==> src/rtl/uart_rx_fsm.sv <==
// uart_rx_fsm: oversampling UART receiver.
// Synchronises rx_in, detects the start edge and samples every bit at mid-bit.
// Data is shifted in LSB first, then optional parity and the stop bit are checked.
// The completed byte and its error flags are registered one clk after the stop sample.
// Optional build macro UART_RX_OVERRUN_EN: rx_valid becomes a level that is
// acknowledged through rd_ack, and a sticky overrun flag is added.
//
//   state  | meaning
//   IDLE   | waiting for a 1->0 edge on the synchronised line
//   START  | counting to mid start bit, rejecting glitches
//   DATA   | sampling DATA_BITS data bits, LSB first
//   PARITY | sampling the parity bit (only when parity was enabled at frame start)
//   STOP   | sampling the stop bit, back to IDLE on that same tick
module uart_rx_fsm #(
  parameter int DATA_BITS  = 8,
  parameter int OVERSAMPLE = 16,
  parameter int PARITY_ODD = 0
) (
  input  logic       clk,
  input  logic       reset,
  input  logic       sample_tick,
  input  logic       rx_in,
  input  logic       parity_en,
`ifdef UART_RX_OVERRUN_EN
  input  logic       rd_ack,
  output logic       overrun,
`endif
  output logic [7:0] rx_data,
  output logic       rx_valid,
  output logic       parity_err,
  output logic       frame_err,
  output logic       rx_busy
);

  localparam int            TW       = $clog2(OVERSAMPLE);
  localparam logic [TW-1:0] TICK_MID = TW'(OVERSAMPLE / 2 - 1);
  localparam logic [TW-1:0] TICK_END = TW'(OVERSAMPLE - 1);
  localparam logic [3:0]    BIT_LAST = 4'(DATA_BITS - 1);
  localparam logic          ODD      = (PARITY_ODD != 0);

  typedef enum logic [2:0] {
    S_IDLE,
    S_START,
    S_DATA,
    S_PARITY,
    S_STOP
  } state_t;

  state_t        r_state, w_state_nxt;
  logic [TW-1:0] r_tick_cnt, w_tick_nxt;
  logic [3:0]    r_bit_cnt, w_bit_nxt;

  logic r_sync1, r_sync2, r_prev_rs;
  logic w_rs;

  logic w_frame_start, w_shift, w_par_sample, w_stop_sample;

  logic [7:0] r_shift;
  logic       r_par_bit, r_par_en, r_stop_bit, r_done;
  logic       w_par_err;

  logic [7:0] r_rx_data;
  logic       r_rx_valid, r_par_err, r_frm_err;
`ifdef UART_RX_OVERRUN_EN
  logic       r_overrun;
`endif

  assign w_rs = r_sync2;

  // Two-flop synchroniser on the raw line plus the previous tick's sample for edge detect.
  always_ff @(posedge clk) begin
    if (reset) begin
      r_sync1   <= 1'b1;
      r_sync2   <= 1'b1;
      r_prev_rs <= 1'b1;
    end else begin
      r_sync1 <= rx_in;
      r_sync2 <= r_sync1;
      if (sample_tick) r_prev_rs <= w_rs;
    end
  end

  // FSM state and bit-timing counters.
  always_ff @(posedge clk) begin
    if (reset) begin
      r_state    <= S_IDLE;
      r_tick_cnt <= '0;
      r_bit_cnt  <= '0;
    end else begin
      r_state    <= w_state_nxt;
      r_tick_cnt <= w_tick_nxt;
      r_bit_cnt  <= w_bit_nxt;
    end
  end

  // Next-state logic and sampling strobes; nothing moves without sample_tick.
  always_comb begin
    w_state_nxt   = r_state;
    w_tick_nxt    = r_tick_cnt;
    w_bit_nxt     = r_bit_cnt;
    w_frame_start = 1'b0;
    w_shift       = 1'b0;
    w_par_sample  = 1'b0;
    w_stop_sample = 1'b0;
    if (sample_tick) begin
      case (r_state)
        S_IDLE: begin
          // Requiring a high previous sample keeps a held-low line from re-triggering.
          if (r_prev_rs && !w_rs) begin
            w_state_nxt = S_START;
            w_tick_nxt  = '0;
          end
        end
        S_START: begin
          if (r_tick_cnt == TICK_MID) begin
            w_tick_nxt = '0;
            if (w_rs) begin
              w_state_nxt = S_IDLE;
            end else begin
              w_state_nxt   = S_DATA;
              w_bit_nxt     = '0;
              w_frame_start = 1'b1;
            end
          end else begin
            w_tick_nxt = r_tick_cnt + TW'(1);
          end
        end
        S_DATA: begin
          if (r_tick_cnt == TICK_END) begin
            w_shift    = 1'b1;
            w_tick_nxt = '0;
            w_bit_nxt  = r_bit_cnt + 4'd1;
            if (r_bit_cnt == BIT_LAST) w_state_nxt = r_par_en ? S_PARITY : S_STOP;
          end else begin
            w_tick_nxt = r_tick_cnt + TW'(1);
          end
        end
        S_PARITY: begin
          if (r_tick_cnt == TICK_END) begin
            w_par_sample = 1'b1;
            w_tick_nxt   = '0;
            w_state_nxt  = S_STOP;
          end else begin
            w_tick_nxt = r_tick_cnt + TW'(1);
          end
        end
        S_STOP: begin
          if (r_tick_cnt == TICK_END) begin
            w_stop_sample = 1'b1;
            w_tick_nxt    = '0;
            w_state_nxt   = S_IDLE;
          end else begin
            w_tick_nxt = r_tick_cnt + TW'(1);
          end
        end
        default: begin
          w_state_nxt = S_IDLE;
          w_tick_nxt  = '0;
        end
      endcase
    end
  end

  // Shift register and captured parity/stop samples; parity_en is frozen at frame start.
  always_ff @(posedge clk) begin
    if (reset) begin
      r_shift    <= '0;
      r_par_bit  <= 1'b0;
      r_par_en   <= 1'b0;
      r_stop_bit <= 1'b1;
      r_done     <= 1'b0;
    end else begin
      r_done <= w_stop_sample;
      if (w_frame_start) begin
        r_shift  <= '0;
        r_par_en <= parity_en;
      end
      if (w_shift)       r_shift[r_bit_cnt[2:0]] <= w_rs;
      if (w_par_sample)  r_par_bit  <= w_rs;
      if (w_stop_sample) r_stop_bit <= w_rs;
    end
  end

  // Unused upper bits of r_shift are zero, so the full reduction equals the data parity.
  assign w_par_err = r_par_en & (r_par_bit != ((^r_shift) ^ ODD));

  // Host-side output registers, updated on the clk after the stop sample.
  always_ff @(posedge clk) begin
    if (reset) begin
      r_rx_data  <= '0;
      r_rx_valid <= 1'b0;
      r_par_err  <= 1'b0;
      r_frm_err  <= 1'b0;
`ifdef UART_RX_OVERRUN_EN
      r_overrun  <= 1'b0;
`endif
    end else begin
`ifdef UART_RX_OVERRUN_EN
      if (rd_ack) begin
        r_rx_valid <= 1'b0;
        r_overrun  <= 1'b0;
      end
      if (r_done) begin
        if (!r_rx_valid || rd_ack) begin
          r_rx_data  <= r_shift;
          r_par_err  <= w_par_err;
          r_frm_err  <= ~r_stop_bit;
          r_rx_valid <= 1'b1;
        end else begin
          r_overrun <= 1'b1;
        end
      end
`else
      r_rx_valid <= r_done;
      if (r_done) begin
        r_rx_data <= r_shift;
        r_par_err <= w_par_err;
        r_frm_err <= ~r_stop_bit;
      end
`endif
    end
  end

  assign rx_data    = r_rx_data;
  assign rx_valid   = r_rx_valid;
  assign parity_err = r_par_err;
  assign frame_err  = r_frm_err;
  assign rx_busy    = (r_state != S_IDLE);
`ifdef UART_RX_OVERRUN_EN
  assign overrun    = r_overrun;
`endif

endmodule

==> config.mk <==
export PLATFORM = sky130hd
export DESIGN_NAME = uart_rx_fsm
export DESIGN_NICKNAME = d
export VERILOG_FILES = /design/src/rtl/uart_rx_fsm.sv
export SDC_FILE = /design/constraint.sdc
export NUM_CORES = 1
export LEC_CHECK = 0
export ABC_AREA = 0
export CORE_MARGIN = 2
export CORE_UTILIZATION = 45
export DETAILED_ROUTE_END_ITERATION = 12
export GPL_TIMING_DRIVEN = 0
export PLACE_DENSITY = 0.61
export SLEW_MARGIN = 10
export SYNTH_ARGS = -nofsm -noshare
export SYNTH_HDL_FRONTEND = slang
export SYNTH_SLANG_ARGS = --single-unit
==> constraint.sdc <==
create_clock -name clk -period 3.03 [get_ports clk]
set_clock_uncertainty 0.2 [all_clocks]
set_input_delay 0.4545 -clock clk [delete_from_list [all_inputs] [get_ports clk]]
set_output_delay 0.4545 -clock clk [all_outputs]
set_load 0.05 [all_outputs]
## Word-level counts from Yosys, hierarchy flattened

Cells that the tools add are included.

- Flip-flop bits (word level): 37
- Input bits: 5
- Output and inout bits: 12
- Word-level logic and storage cells: 81

- Add/sub/neg operators: 2
- Magnitude comparators: 2
- Eq/ne operators: 15
- Multiplexer cells: 34
- Bitwise logic cells: 2
- Reduce and logical (&&, ||, !) cells: 11

Operator list:

| operator | number |
|---|---|
| $mux 4 | 6 |
| $mux 8 | 3 |
| $mux 3 | 7 |
| $pmux 3 s5 | 1 |
| $ne 2x2->1 const B | 7 |
| $mux 1 | 12 |
| $pmux 4 s3 | 1 |
| $add 4x1->4 const B | 2 |
| $bwmux 8 | 1 |
| $eq 4x3->1 const B | 2 |
| $pmux 4 s2 | 1 |
| $reduce_xor 8->1 | 1 |
| $reduce_and 7->1 | 1 |
| $eq 3x2->1 const B | 2 |
| $reduce_and 5->1 | 1 |
| $eq 4x4->1 const B | 1 |
| $lt 3x4->1 const B | 1 |
| $demux 1 s3 | 1 |
| $eq 3x1->1 const B | 1 |
| $eq 3x3->1 const B | 1 |
| $ge 3x1->1 const B | 1 |
| $logic_not 3->1 | 1 |
| $reduce_bool 3->1 | 1 |
| $reduce_or 3->1 | 1 |
| other kinds (8) | 9 |

## Logic depth before layout (Yosys ltp)

Gate-level depths: netlist of the first run.

- Depth after elaboration: 8
- Gate-level depth with buffers: 6
- Gate-level depth less buffers: 5

## Worst setup path before layout of the first run

OpenSTA, ideal clock, no wires.

- Path type: register to register
- Start point: reg r_state[1]
- End point: reg r_state[0]
- Library setup time: 119 ps
- Arrival time: 1429 ps
- Data required time: 2711 ps
- Setup slack: 1283 ps
- Cell stages (with the launch flop): 6
- Buffers on the path: 0
- Period minus slack after synthesis: 1747 ps
- Cell sequence: dfxtp_1 -> nor3_2 -> inv_1 -> o21ai_4 -> a211o_2 -> mux2i_1

- Word-level cells in the longest chain between the ends: 3
- Elaborated cells on any way between the ends: 13
- Classes of those cells: 10 x eq/ne; 1 x mux; 2 x reduce/logical

Ends and longest elaborated chain:

| what | RTL line | RTL |
|---|---|---|
| start, declared | 49 | `state_t r_state, w_state_nxt;` |
| start signal, assigned | 90 | `r_state <= w_state_nxt;` |
| $eq 3x2->1 (tied with other cells) | 106 | `case (r_state)` |
| $ne 2x2->1 (no source line) | - |  |
| $reduce_and 7->1 (no source line) | - |  |

Several ways; a longest one is shown, not always the timed one.
A chain may end at the register's enable or synchronous reset.

## Final worst setup path of the first run

- Start point: reg r_state[1]
- End point: out rx_busy

- Word-level cells in the longest chain between the ends: 1

Ends and longest elaborated chain:

| what | RTL line | RTL |
|---|---|---|
| $reduce_bool 3->1 | 228 | `assign rx_busy = (r_state != S_IDLE);` |
| end, declared | 32 | `output logic rx_busy` |

Every way passes these cells.

==> impl_metrics.tcl, run 1 <==
set metrics [dict create \
    outcome "finished clean" \
    path_class "flop to primary output" \
    critPathCaptureType "primary output" \
    antenna_found_initial 0 \
    critical-path-max-stage-delay_ns 0.73 \
    fmax_ghz 0.400 \
    period_needed_ns 2.50 \
    hold_path_class "flop to flop" \
    core.rowCount 23 \
    worst_path_cell_trace "nor3_2 -> inv_1 -> clkdlybuf4s50_1" \
    setup_viol 0 \
    areaGrowthSynthToFinish_pct 18.6 \
    cts_hold_repair.buffers 0 \
    yosys_warnings 0 \
    cts_max_path_buffers 2 \
    design.portCount 17 \
    drt-wirelength-per-cell_um 15.1 \
    clock-sinks 37 \
    clock_latency_ns 0.29 \
    cts_root_buf "sky130_fd_sc_hd__clkbuf_8" \
    most_frequent_standard_cell_in_the_layout_excluding_fill_and_tap_cells "sky130_fd_sc_hd__dfxtp_1" \
    critical_path_peak_fanout 5 \
    ant_nets 0 \
    grt_remaining_overflow 0 \
    setup_tns_ns 0 \
    p_per_area_nw_per_um2 455 \
    htree_levels 2 \
    route.met2.wl_um 2090 \
    post-layout-total-power_uw 994 \
    pre_repair_dr_iteration_count 4 \
    met3WireLength_um 94 \
    layout_worst_path_cycle_share_pct 82.6 \
    layout_common_cells "sky130_fd_sc_hd__dfxtp_1 (37), sky130_fd_sc_hd__nand3_1 (20), sky130_fd_sc_hd__nor2_1 (16), sky130_fd_sc_hd__clkdlybuf4s50_1 (16)" \
    drc 0 \
    grt_start_max_net_pins 13 \
    routed_via_density 5.56 \
    initial_utilization_pct 46.4 \
    half_perimeter_wire_length_of_the_detailed_placement_result_um 2950 \
    power.leakage_nw 0.806 \
    crit_path_start_kind "flop" \
    final-max-slew-violation-count 0 \
    clkTransAtPathRegs_ns 0.08 \
    timing_worst_slew_pin_value_ns 0.625 \
    ratio_of_cells_with_drive_above_1_in_the_final_layout_pct 14.0 \
    grt_pass1_vias 1432 \
    maxUsedRoutingLayer "met4" \
    total_global_route_track_usage_pct 19.6 \
    detail_route.wirelength.met1_um 1840 \
    max-slew-margin-rel_pct 58.3 \
    critPathSlowestCell "sky130_fd_sc_hd__clkdlybuf4s50_1" \
    initialDrtViolationCount 43 \
    vertical_die_dimension_um 68.0 \
    dp_worst_setup_slack_ns 0.610 \
    design.die.area_um2 4620 \
    gp_congestion 0.822 \
    final_nets 227 \
    postSynthNetCount 204 \
    floorplan.core_area_um2 3970 \
    synth_area_per_cell_um2 9.36 \
    register_area_um2 741 \
    maxCapViolations 0 \
    insertedDiodeCount 0 \
    post_cts_resize_count 0 \
    grt_pass1_wl_um 6640 \
    cts_tree "yes" \
    vias 1507 \
    synth.cell_area_um2 1840 \
    final_hold_viol_count 0 \
    worst-endpoint-arrival_ns 1.85 \
    wl_um 4100 \
    rsz0062_at_grt "false" \
    final_critical_path_setup_slack_ns 0.528 \
    postSynthCellCount 197 \
    setup_repair_bufs_after_cts 0 \
    post_synth_num_cell_types 48 \
    synth_sequential_area_ratio_pct 40.2 \
    multi_input_area_um2 995 \
    yosys_register_bits 37 \
    cts_made_buffers 5 \
    endpoint_required_time_on_the_critical_path_ns 2.38 \
    peakVddDrop_mv 0.281 \
    io_buffers 16 \
    nFillCells 373 \
    die_width_um 68.0 \
]
## where the power goes
part           switching, mW  internal [mW]
Clock                  0.185          0.268
Combinational         0.0296         0.0208
Sequential           0.00264          0.489
## state kept, by name, indices dropped and copies added (netlist names), 3 cells and up
name,cells
r_shift,8
rx_data,8
r_bit_cnt,4
r_state,3
r_tick_cnt,4
## layout make-up
| class | count | area share [%] |
|---|---|---|
| timing repair buffer | 16 | 7.33 |
| clock buffer | 6 | 3.78 |
| tap | 50 | 2.86 |
| sequential | 37 | 33.9 |
| inverter | 4 | 0.687 |
| clock inverter | 2 | 1.72 |
| multi-input combinational | 144 | 45.5 |
| buffer | 12 | 4.24 |
## final timing paths
check,cells past startpoint,from,endpoint,slack (ns)
max,3,r_state[1],rx_busy,0.53
max reg2reg,6,r_tick_cnt[0],r_shift[0],1.01
min reg2reg,1,r_sync1,r_sync2,0.21
min,1,r_sync1,r_sync2,0.21
## per-layer routing
metal | vias to the layer above | global-route usage, %
met5 | - | 0
li1 | 758 | -
met3 | 6 | 3.95
met2 | 18 | 33.1
met1 | 725 | 23.7
met4 | 0 | 9.00
## metrics by stage
step	std cells	hold slack (ns)	instance area [um^2]	utilization, %
3_5_place_dp	263	0.198	2070	52.0
3_3_place_gp	263	0.192	2070	52.0
5_1_grt	271	0.223	2190	55.0
4_1_cts	271	0.212	2190	55.0
6_report	271	0.209	2190	55.0
2_1_floorplan	197	0.189	1840	-
## critical path: cells and delay by family (launching register included)
family	cells	cell delay (ns)
simple gates	1	0.31
flops	1	0.35
buf+inv	2	0.89
## cells by family (layout without fill, tap and decap cells)
logic type               count (synthesis)  after routing  synth area share, %
multiplexers                            14             14                 7.60
AND/OR/NAND/NOR                         90             90                 29.2
AO/OA/AOI/OAI                           30             30                 11.3
buffers and inverters                   16             40                 5.84
XOR/XNOR                                 8              8                 4.55
flip-flops                              37             37                 40.2
adder cells (fa/ha/maj)                  2              2                 1.36
## Yosys cell counts (all sizes together)
cell	count	area share [%]
nand3b	1	0.41
a31oi	1	0.34
xor2	3	1.4
or4	1	0.48
nand3	20	5.4
nor2b	6	2.0
nand2b	4	1.4
and2b	3	1.4
dfxtp	37	40
inv	4	0.81
and2	1	0.34
buf	5	2.0
or3b	1	0.61
nand4b	4	1.9
or4b	1	0.54
o221ai	1	0.48
and3	1	0.34
or2b	3	1.4
a211o	2	1.0
nor3	9	2.7
mux2i	14	7.6
or3	1	0.34
o311ai	2	0.95
clkbuf	7	3.1
xnor2	4	1.9
and4	2	0.95
nand4	5	1.7
nor3b	3	2.1
o211ai	5	2.3
a211oi	1	0.41
o21a	2	0.81
o21ai	2	1.2
a21oi	14	3.8
or2	2	0.68
ha	2	1.4
nor2	16	3.3
xnor3	1	1.2
nand2	6	1.2
Power figures use the tool's default switching activity.
==> inputs of run 2 (changes only) <==
Clock period 3.03 ns to 2.55 ns, I/O delays scaled along.
==> results of run 2 <==
The final DEF is identical to that of run 1. Status: finished clean.
Among the figures that moved: setup slack after placement 0.610 ns -> 0.202 ns; setup slack after layout 0.528 ns -> 0.120 ns; register-to-register setup slack 1.01 ns -> 0.53 ns; total power 0.994 mW -> 1.18 mW; worst IR drop on VDD 0.281 mV -> 0.333 mV
==> inputs of run 3 (changes only) <==
Settings changed: CAP_MARGIN from default to 20, SKIP_CTS_REPAIR_TIMING from default to 1.
==> results of run 3 <==
The final DEF is identical to that of run 1. Status: finished clean.
Among the figures that moved: setup slack after placement 0.610 ns -> 0.202 ns; setup slack after layout 0.528 ns -> 0.120 ns; register-to-register setup slack 1.01 ns -> 0.53 ns; total power 0.994 mW -> 1.18 mW; worst IR drop on VDD 0.281 mV -> 0.333 mV
